[config.mk]
export PLATFORM = sky130hd
export DESIGN_NAME = rv_main_fsm_flat
export DESIGN_NICKNAME = d
export VERILOG_FILES = /design/src/rtl/rv_main_fsm_if.sv /design/src/rtl/rv_main_fsm.sv /design/src/flat_wrapper.sv
export SDC_FILE = /design/constraint.sdc
export NUM_CORES = 1
export LEC_CHECK = 0
export CORE_ASPECT_RATIO = 1.1
export CORE_MARGIN = 2
export CORE_UTILIZATION = 54
export CTS_CLUSTER_SIZE = 28
export DETAILED_ROUTE_END_ITERATION = 12
export PLACE_DENSITY = 0.85
export SETUP_SLACK_MARGIN = 0.2
export SYNTH_ARGS = -nofsm -noshare
export SYNTH_HDL_FRONTEND = slang
export SYNTH_SLANG_ARGS = --single-unit
[constraint.sdc]
create_clock -name clk -period 5.17 [get_ports clk]
set_clock_uncertainty 0.2 [all_clocks]
set_input_delay 0.517 -clock clk [delete_from_list [all_inputs] [get_ports clk]]
set_output_delay 0.517 -clock clk [all_outputs]
set_load 0.02 [all_outputs]
[src/rtl/rv_main_fsm_if.sv]
// Control-state bundle between the instruction register, the next-state
// sequencer and the control-signal decoder of the RV32I multicycle core.
interface rv_main_fsm_if #(
  parameter int unsigned INSTRET_W = 32
) ();
  logic [6:0]           opcode;
  logic [2:0]           funct3;
  logic [4:0]           state;
  logic                 retire;
  logic                 halted;
  logic                 illegal;
  logic [INSTRET_W-1:0] instret;

  modport master (
    output opcode, funct3,
    input  state, retire, halted, illegal, instret
  );

  modport slave (
    input  opcode, funct3,
    output state, retire, halted, illegal, instret
  );
endinterface

[src/rtl/rv_main_fsm.sv]
// Next-state sequencer for the RV32I multicycle core: advances the control
// state from the IR opcode/funct3, halts on SYSTEM/illegal, counts retirements.
module rv_main_fsm #(
  parameter int unsigned INSTRET_W = 32
) (
  input  logic         clk,
  input  logic         reset,
  rv_main_fsm_if.slave bus
);

  typedef enum logic [4:0] {
    S_FETCH    = 5'd0,
    S_DECODE   = 5'd1,
    S_MEM_ADDR = 5'd2,
    S_MEM_READ = 5'd3,
    S_LOAD_WB  = 5'd4,
    S_STORE    = 5'd5,
    S_R_EXEC   = 5'd6,
    S_R_WB     = 5'd7,
    S_BEQ      = 5'd8,
    S_I_EXEC   = 5'd9,
    S_I_WB     = 5'd10,
    S_JAL      = 5'd11,
    S_JALR     = 5'd12,
    S_BNE      = 5'd13,
    S_BLT      = 5'd14,
    S_BGE      = 5'd15,
    S_BLTU     = 5'd16,
    S_BGEU     = 5'd17,
    S_AUIPC    = 5'd18,
    S_LUI      = 5'd19
  } state_t;

  localparam logic [6:0] OP_LOAD   = 7'b0000011;
  localparam logic [6:0] OP_STORE  = 7'b0100011;
  localparam logic [6:0] OP_OP     = 7'b0110011;
  localparam logic [6:0] OP_IMM    = 7'b0010011;
  localparam logic [6:0] OP_JAL    = 7'b1101111;
  localparam logic [6:0] OP_JALR   = 7'b1100111;
  localparam logic [6:0] OP_AUIPC  = 7'b0010111;
  localparam logic [6:0] OP_LUI    = 7'b0110111;
  localparam logic [6:0] OP_BRANCH = 7'b1100011;
  localparam logic [6:0] OP_FENCE  = 7'b0001111;
  localparam logic [6:0] OP_SYSTEM = 7'b1110011;

  state_t               state_q, state_d;
  logic                 halted_q, halted_d;
  logic                 illegal_q, illegal_d;
  logic                 retire;
  logic [INSTRET_W-1:0] instret_q;

  always_ff @(posedge clk) begin
    if (reset) begin
      state_q   <= S_FETCH;
      halted_q  <= 1'b0;
      illegal_q <= 1'b0;
      instret_q <= '0;
    end else begin
      state_q   <= state_d;
      halted_q  <= halted_d;
      illegal_q <= illegal_d;
      if (retire) begin
        instret_q <= instret_q + INSTRET_W'(1);
      end
    end
  end

  // Halting leaves state_d at S_DECODE, so a halted core simply re-enters decode
  // forever; decode is gated by halted_q so nothing else can move it.
  always_comb begin
    state_d   = state_q;
    halted_d  = halted_q;
    illegal_d = illegal_q;
    retire    = 1'b0;
    case (state_q)
      S_FETCH:    state_d = S_DECODE;
      S_DECODE: begin
        if (!halted_q) begin
          case (bus.opcode)
            OP_LOAD, OP_STORE: state_d = S_MEM_ADDR;
            OP_OP:             state_d = S_R_EXEC;
            OP_IMM:            state_d = S_I_EXEC;
            OP_JAL:            state_d = S_JAL;
            OP_AUIPC:          state_d = S_AUIPC;
            OP_LUI:            state_d = S_LUI;
            OP_JALR: begin
              if (bus.funct3 == 3'b000) begin
                state_d = S_JALR;
              end else begin
                halted_d  = 1'b1;
                illegal_d = 1'b1;
              end
            end
            OP_BRANCH: begin
              case (bus.funct3)
                3'b000:  state_d = S_BEQ;
                3'b001:  state_d = S_BNE;
                3'b100:  state_d = S_BLT;
                3'b101:  state_d = S_BGE;
                3'b110:  state_d = S_BLTU;
                3'b111:  state_d = S_BGEU;
                default: begin
                  halted_d  = 1'b1;
                  illegal_d = 1'b1;
                end
              endcase
            end
            OP_FENCE: begin
              state_d = S_FETCH;
              retire  = 1'b1;
            end
            OP_SYSTEM: begin
              halted_d  = 1'b1;
              illegal_d = 1'b0;
            end
            default: begin
              halted_d  = 1'b1;
              illegal_d = 1'b1;
            end
          endcase
        end
      end
      S_MEM_ADDR: state_d = (bus.opcode == OP_LOAD) ? S_MEM_READ : S_STORE;
      S_MEM_READ: state_d = S_LOAD_WB;
      S_R_EXEC:   state_d = S_R_WB;
      S_I_EXEC:   state_d = S_I_WB;
      S_LOAD_WB, S_STORE, S_R_WB, S_BEQ, S_I_WB, S_JAL, S_JALR,
      S_BNE, S_BLT, S_BGE, S_BLTU, S_BGEU, S_AUIPC, S_LUI: begin
        state_d = S_FETCH;
        retire  = 1'b1;
      end
      default:    state_d = S_FETCH;
    endcase
  end

  assign bus.state   = state_q;
  assign bus.retire  = retire;
  assign bus.halted  = halted_q;
  assign bus.illegal = illegal_q;
  assign bus.instret = instret_q;

endmodule
[src/flat_wrapper.sv]
// flat-port wrapper written by rule: the top's interface ports become plain ports
module rv_main_fsm_flat 
#(
  parameter int unsigned INSTRET_W = 32
)
  (clk, reset, bus_opcode, bus_funct3, bus_state, bus_retire, bus_halted, bus_illegal, bus_instret);
  rv_main_fsm_if #(.INSTRET_W(INSTRET_W)) bus_i ();
  input  logic clk;
  input  logic reset;
  input wire logic [$bits(bus_i.opcode)-1:0] bus_opcode;
  input wire logic [$bits(bus_i.funct3)-1:0] bus_funct3;
  output wire logic [$bits(bus_i.state)-1:0] bus_state;
  output wire logic [$bits(bus_i.retire)-1:0] bus_retire;
  output wire logic [$bits(bus_i.halted)-1:0] bus_halted;
  output wire logic [$bits(bus_i.illegal)-1:0] bus_illegal;
  output wire logic [$bits(bus_i.instret)-1:0] bus_instret;
  assign bus_i.opcode = bus_opcode;
  assign bus_i.funct3 = bus_funct3;
  assign bus_state = bus_i.state;
  assign bus_retire = bus_i.retire;
  assign bus_halted = bus_i.halted;
  assign bus_illegal = bus_i.illegal;
  assign bus_instret = bus_i.instret;
  rv_main_fsm #(.INSTRET_W(INSTRET_W)) u_core (.clk(clk), .reset(reset), .bus(bus_i));
endmodule
==> results of run 1 <==
==> cell usage after synthesis, types with 4 or more instances <==
| library cell | number |
|---|---|
| o31ai_1 | 16 |
| nand4_1 | 10 |
| clkbuf_1 | 12 |
| and3_1 | 4 |
| o21ai_0 | 8 |
| nor3_1 | 5 |
| or3_1 | 14 |
| or4_1 | 18 |
| nand2b_1 | 6 |
| o211ai_1 | 4 |
| nand2_1 | 27 |
| a21oi_1 | 33 |
| nor4_1 | 5 |
| nor2_1 | 17 |
| nand3_1 | 7 |
| dfxtp_1 | 39 |
| o21ai_1 | 10 |
| inv_1 | 10 |
==> registers in the layout (all words and copies together), names as in the netlist <==
register            count
u_core.bus.instret     32
u_core.bus.state        5
u_core.bus.halted       1
u_core.bus.illegal      1
==> per-layer routing <==
metal	up-vias	wire length, um	GRT usage, %
li1	1210	-	-
met1	1138	2600	32.9
met2	66	2910	45.8
met3	8	237	4.96
met4	0	76	8.62
met5	-	0	0
==> layout by cell type, fill, tap and decap left out, types with 8 or more instances in the layout <==
master	count
inv_1	10
o21ai_0	8
nand4_1	10
or3_1	14
o21ai_1	10
dfxtp_1	39
or4_1	18
o31ai_1	15
nand2_1	27
a21oi_1	33
nor2_1	17
clkdlybuf4s50_1	51
==> worst paths after layout <==
kind                               start                      to  slack, ns  cells past startpoint
hold reg to reg   u_core.bus.instret[31]  u_core.bus.instret[31]       0.30                      2
hold / removal    u_core.bus.instret[31]  u_core.bus.instret[31]       0.30                      2
setup / recovery           bus_opcode[5]              bus_retire       1.48                      6
setup reg to reg   u_core.bus.instret[4]  u_core.bus.instret[21]       2.55                      5
==> critical path: cells and delay by family <==
family | cells | cell delay [ns]
simple gates | 3 | 1.10
buf+inv | 3 | 1.34
==> final cells by class <==
cell class                 count  area [um2]
fill                         358        1110
multi-input combinational    229        1410
sequential                    39         781
timing repair buffer          54         533
inverter                      11        41.3
clock buffer                   6        82.6
clock inverter                 1        5.00
tap                           52        65.1
==> metrics by stage <==
stage	area, um2	std cells	hold WS, ns	power, uW	utilization [%]
2_1_floorplan	2290	295	0.351	423	-
3_3_place_gp	2830	385	0.279	471	70.2
3_5_place_dp	2830	385	0.288	473	70.2
4_1_cts	2910	392	0.300	680	72.4
5_1_grt	2910	392	0.305	708	72.4
6_report	2910	392	0.302	677	72.4
==> power breakdown <==
part / internal, uW / switching (uW) / total [uW]
clock network: 105 / 105 / 210
registers: 311 / 17.4 / 329
logic: 63.1 / 74.9 / 138
total: 479 / 198 / 677
==> cell families after synthesis <==
family                   Yosys count
multiplexers                       1
XOR/XNOR                           5
adder cells (fa/ha/maj)            1
AND/OR/NAND/NOR                  135
buffers and inverters             27
flip-flops                        39
AO/OA/AOI/OAI                     87
==> summary.md, run 1 <==
| Metric | Value |
|---|---|
| Largest net degree at the start of global routing | `39` |
| Slowest CP cell | `clkdlybuf4s50_1` |
| CTS tree | `done` |
| Routed via count | `2422` |
| Ys async rst share | `0%` |
| Crit start category | `input port` |
| Power per cell area | `232 nW/um2` |
| # DRC | `0` |
| PnR worst setup slack | `1.48 ns` |
| Std-Cell Rows | `24` |
| Final hold vios | `0` |
| Slowest stage delay, CP | `0.60 ns` |
| HPWL after DPL | `4.30 mm` |
| Critical Path AT | `2.97 ns` |
| Post-synthesis compound-gate area fraction | `23.6%` |
| Main combinational cell family by area after synthesis | `simple AND/OR/NAND/NOR gates` |
| CTS max path bufs | `2` |
| Avg Inst Size Synth | `7.78 um2` |
| Area grow syn2layout | `27.0%` |
| GR Util All Layers | `26.4%` |
| Max_slew headroom | `29.6%` |
| Hold_buf cts | `0` |
| Worst skew pair latency | `0.29 ns` |
| CORE AREA | `4020 um2` |
| Fmax | `271 MHz` |
| Syn nets | `308` |
| Via density | `6.18` |
| Num CTS Buffers | `5` |
| Critical Path End Type | `primary output` |
| Clock sink count | `39` |
| Fin crit period | `3.69 ns` |
| Share of layout cells above drive strength 1 | `6.47%` |
| Crit-path cells | `clkdlybuf4s50_1 -> or3_1 -> nor4_4 -> nor3_2 -> inv_2 -> clkdlybuf4s50_1` |
| Drt wl/cell | `14.9 um` |
| Status | `finished clean` |
| Antenna violations before repair | `0` |
| Clock root buffer master | `clkbuf_8` |
| Worst slew pin tran | `1.03 ns` |
| Drt first pass iters | `4` |
| Worst Path Max Fanout | `14` |
| Largest area contributor in the netlist | `dfxtp_1` |
| Warning count from the yosys run | `0` |
| Post-route setup TNS | `0 ns` |
| Post-CTS setup buffers | `0` |
| Setup Crit Path Kind | `input port to primary output` |
| Layout net count | `353` |
| Unrepaired setup endpoints after global routing | `false` |
| GRT overflow | `0` |
| IO Port Bufs | `51` |
| Initial DRC Count | `135` |
| Cell variety after synth | `49` |
| Post-Synth XOR/XNOR Area | `1.91%` |
| Synth area leaders | `dfxtp_1 34%, a21oi_1 7.2%, or4_1 5.9%` |
| Clock slew at reported path FFs | `0.08 ns` |
| Synthesized area | `2290 um2` |
| HP Class | `register to register` |
| Die W | `66.2 um` |
| Post-synth EDFFs | `0` |
| H-tree depth | `2` |
| Die height | `72.4 um` |
| Die Area | `4790 um2` |
| Antenna Cells | `0` |
| VDD IR max | `0.173 mV` |
| Sequential fraction of the synthesis area | `34.0%` |
| Adder-Cell Fraction of Synth Area | `0.545%` |
| Pleak | `0.000928 uW` |
| Vias in the first global route | `2270` |
| Number of routed nets with antenna violations | `0` |
| Simple-Gate Fraction of Synth Area | `34.6%` |
| Initial Util | `57.0%` |
| CTS resizes | `0` |
| Final setup viols | `0` |
| Register bit total from synthesis | `39` |
| Pins over their slew limit | `0` |
| Top Ports | `52` |
| CP dominant cell by count | `clkdlybuf4s50_1` |
| First-pass GRT wire length | `10.2 mm` |
| Yosys top cell area share | `34.0%` |
| DP Worst Slack | `1.48 ns` |
| Worst path required time | `4.45 ns` |
| Routed WL | `5.82 mm` |
| Max_cap viols | `0` |
| Routability cong. | `0.892` |
| Post-synth top flop | `dfxtp_1` |
| Syn Inst Count | `295` |
| Post-synthesis mux area share | `0.436%` |
| Tcrit/Tclk final | `71.3%` |
(Power assumes the default switching activity.)
==> inputs of run 2 (changes only) <==
--- a/config.mk
+++ b/config.mk
@@ -7,10 +7,10 @@
 export LEC_CHECK = 0
 export CORE_ASPECT_RATIO = 1.1
 export CORE_MARGIN = 2
-export CORE_UTILIZATION = 54
+export CORE_UTILIZATION = 45
 export CTS_CLUSTER_SIZE = 28
 export DETAILED_ROUTE_END_ITERATION = 12
-export PLACE_DENSITY = 0.85
+export PLACE_DENSITY = 0.76
 export SETUP_SLACK_MARGIN = 0.2
 export SYNTH_ARGS = -nofsm -noshare
 export SYNTH_HDL_FRONTEND = slang
==> constraint.sdc (replaced) <==
create_clock -name clk -period 3.2 [get_ports clk]
set_clock_uncertainty 0.2 [all_clocks]
set_input_delay 0.32 -clock clk [delete_from_list [all_inputs] [get_ports clk]]
set_output_delay 0.32 -clock clk [all_outputs]
set_load 0.02 [all_outputs]
==> run 2 against run 1 <==
Compared with the run above: sequential power up 63%; combinational power is 67% higher; largest power group unchanged; first-iteration DRC count grew 1.5%; non-clock buffer count increased by 9.
==> summary.md, run 2 (synthesis gave the netlist of run 1 again) <==
| Metric | Value |
|---|---|
| Largest net degree at the start of global routing | `39` |
| Share of layout cells above drive strength 1 | `9.14%` |
| Max_slew headroom | `17.0%` |
| Reg2Reg Capture Point | `u_core.bus.instret[17]` |
| Worst Path Max Fanout | `10` |
| Slowest stage delay, CP | `0.61 ns` |
| Crit-path cells | `or4_4 -> nor4_4 -> nor3_2 -> inv_2 -> clkdlybuf4s50_1` |
| Delay-heaviest family, CP | `simple AND/OR/NAND/NOR gates` |
| Via density | `6.09` |
| Tcrit/Tclk final | `89.4%` |
| Flop2flop setup slack | `0.57 ns` |
| Die Area | `5690 um2` |
| Setup crit end | `bus_retire` |
| Clock sink count | `39` |
| DP Worst Slack | `0.399 ns` |
| CTS resizes | `0` |
| Status | `finished clean` |
| Worst skew pair latency | `0.30 ns` |
| Commonest non-fill, non-tap cells in the layout | `51 x clkdlybuf4s50_1, 39 x dfxtp_1, 33 x a21oi_1, 27 x nand2_1, 18 x or4_1` |
| Placed inst area | `2900 um2` |
| WP buf/inv | `2` |
| HPWL after DPL | `4.24 mm` |
| # DRC | `0` |
| Die height | `78.9 um` |
| Drt first pass iters | `4` |
| Hold slack | `0.298 ns` |
| H-tree depth | `2` |
| Initial Util | `46.2%` |
| Post-CTS setup buffers | `0` |
| GR Util All Layers | `21.3%` |
| Setup Crit Path Kind | `register to primary output` |
| VDD IR max | `0.271 mV` |
| PnR worst setup slack | `0.340 ns` |
| Hold_buf cts | `0` |
| Worst path required time | `2.68 ns` |
| Max reg flops | `32` |
| Worst Setup SP | `u_core.bus.state[2]` |
| CTS tree | `done` |
| Unrepaired setup endpoints after global routing | `false` |
| Fill cells | `485` |
| Drt wl/cell | `14.5 um` |
| Routed WL | `5.91 mm` |
| Routability cong. | `0.875` |
| Vias in the first global route | `2192` |
| Slowest CP cell | `clkdlybuf4s50_1` |
| Num CTS Buffers | `5` |
| IO Port Bufs | `51` |
| CP Depth | `5` |
| Final instance area | `3020 um2` |
| Reg area | `781 um2` |
| GRT overflow | `0` |
| Std-Cell Rows | `27` |
| Worst Hold Path Cells | `2` |
| RR Startpoint | `u_core.bus.state[0]` |
| Fmax | `350 MHz` |
| Layout net count | `362` |
| Antenna violations before repair | `0` |
| Area grow syn2layout | `31.7%` |
| Final setup viols | `0` |
| CORE AREA | `4970 um2` |
| Pleak | `0.000989 uW` |
| Commonest non-fill, non-tap cell in the layout | `clkdlybuf4s50_1` |
| Max_cap viols | `0` |
| Number of routed nets with antenna violations | `0` |
| Routed via count | `2486` |
| Pins over their slew limit | `0` |
| Critical Path End Type | `primary output` |
| Post-route setup TNS | `0 ns` |
| Die W | `72.1 um` |
| Worst slew pin tran | `1.24 ns` |
| FF-to-FF path depth | `5` |
| CTS max path bufs | `2` |
| Clock slew at reported path FFs | `0.08 ns` |
| Fin crit period | `2.86 ns` |
| Power per cell area | `399 nW/um2` |
| Top Ports | `52` |
| Antenna Cells | `0` |
| Clock root buffer master | `clkbuf_8` |
| Critical Path AT | `2.34 ns` |
| First-pass GRT wire length | `9.92 mm` |
| Initial DRC Count | `137` |
| HP Class | `register to register` |
| Crit start category | `register` |
| Final hold vios | `0` |
| Multi-input logic area | `1410 um2` |
[run 2: worst min-delay path, cell delays in order, from the launching register on]
cell	delay, ns
dfxtp_1	0.34
o31ai_1	0.07
a21oi_1	0.05
[run 2: layout make-up]
| cell class | count | share of cell area (%) |
|---|---|---|
| multi-input cells | 229 | 46.5 |
| flip-flops and latches | 39 | 25.8 |
| repair buffers | 63 | 19.9 |
| clock buffers | 6 | 2.73 |
| well taps | 58 | 2.40 |
| inverters | 11 | 1.37 |
| clock inverters | 2 | 1.28 |
[run 2: worst min-delay path by stage]
stage / from / to / slack [ns]
6_report: u_core.bus.instret[22] / u_core.bus.instret[22] / 0.30
5_1_grt: u_core.bus.instret[22] / u_core.bus.instret[22] / 0.33
4_1_cts: u_core.bus.instret[23] / u_core.bus.instret[23] / 0.30
3_5_place_dp: u_core.bus.instret[23] / u_core.bus.instret[23] / 0.29
3_3_place_gp: u_core.bus.instret[31] / u_core.bus.instret[31] / 0.27
2_1_floorplan: reset / u_core.bus.instret[28] / 0.33
[run 2: report_power, final]
group | internal [uW] | switching (uW) | total (uW)
Combinational | 109 | 123 | 231
Sequential | 503 | 32.1 | 535
Clock | 256 | 185 | 441
Total | 868 | 339 | 1210
[run 2: stage by stage]
stage                     cells  util, %  total power, uW
after global placement      400     58.4              772
after global routing        408     60.9             1260
after CTS                   408     60.9             1220
after floorplan             295        -              683
after detailed placement    400     58.4              774
final                       408     60.9             1210
[run 2: routing by layer]
metal	wire length (um)	share of wire [%]	track usage (%)
met4	98	1.7	7.92
met1	2660	45	28.3
met3	290	4.9	3.30
met5	0	0	0
met2	2860	48	34.6
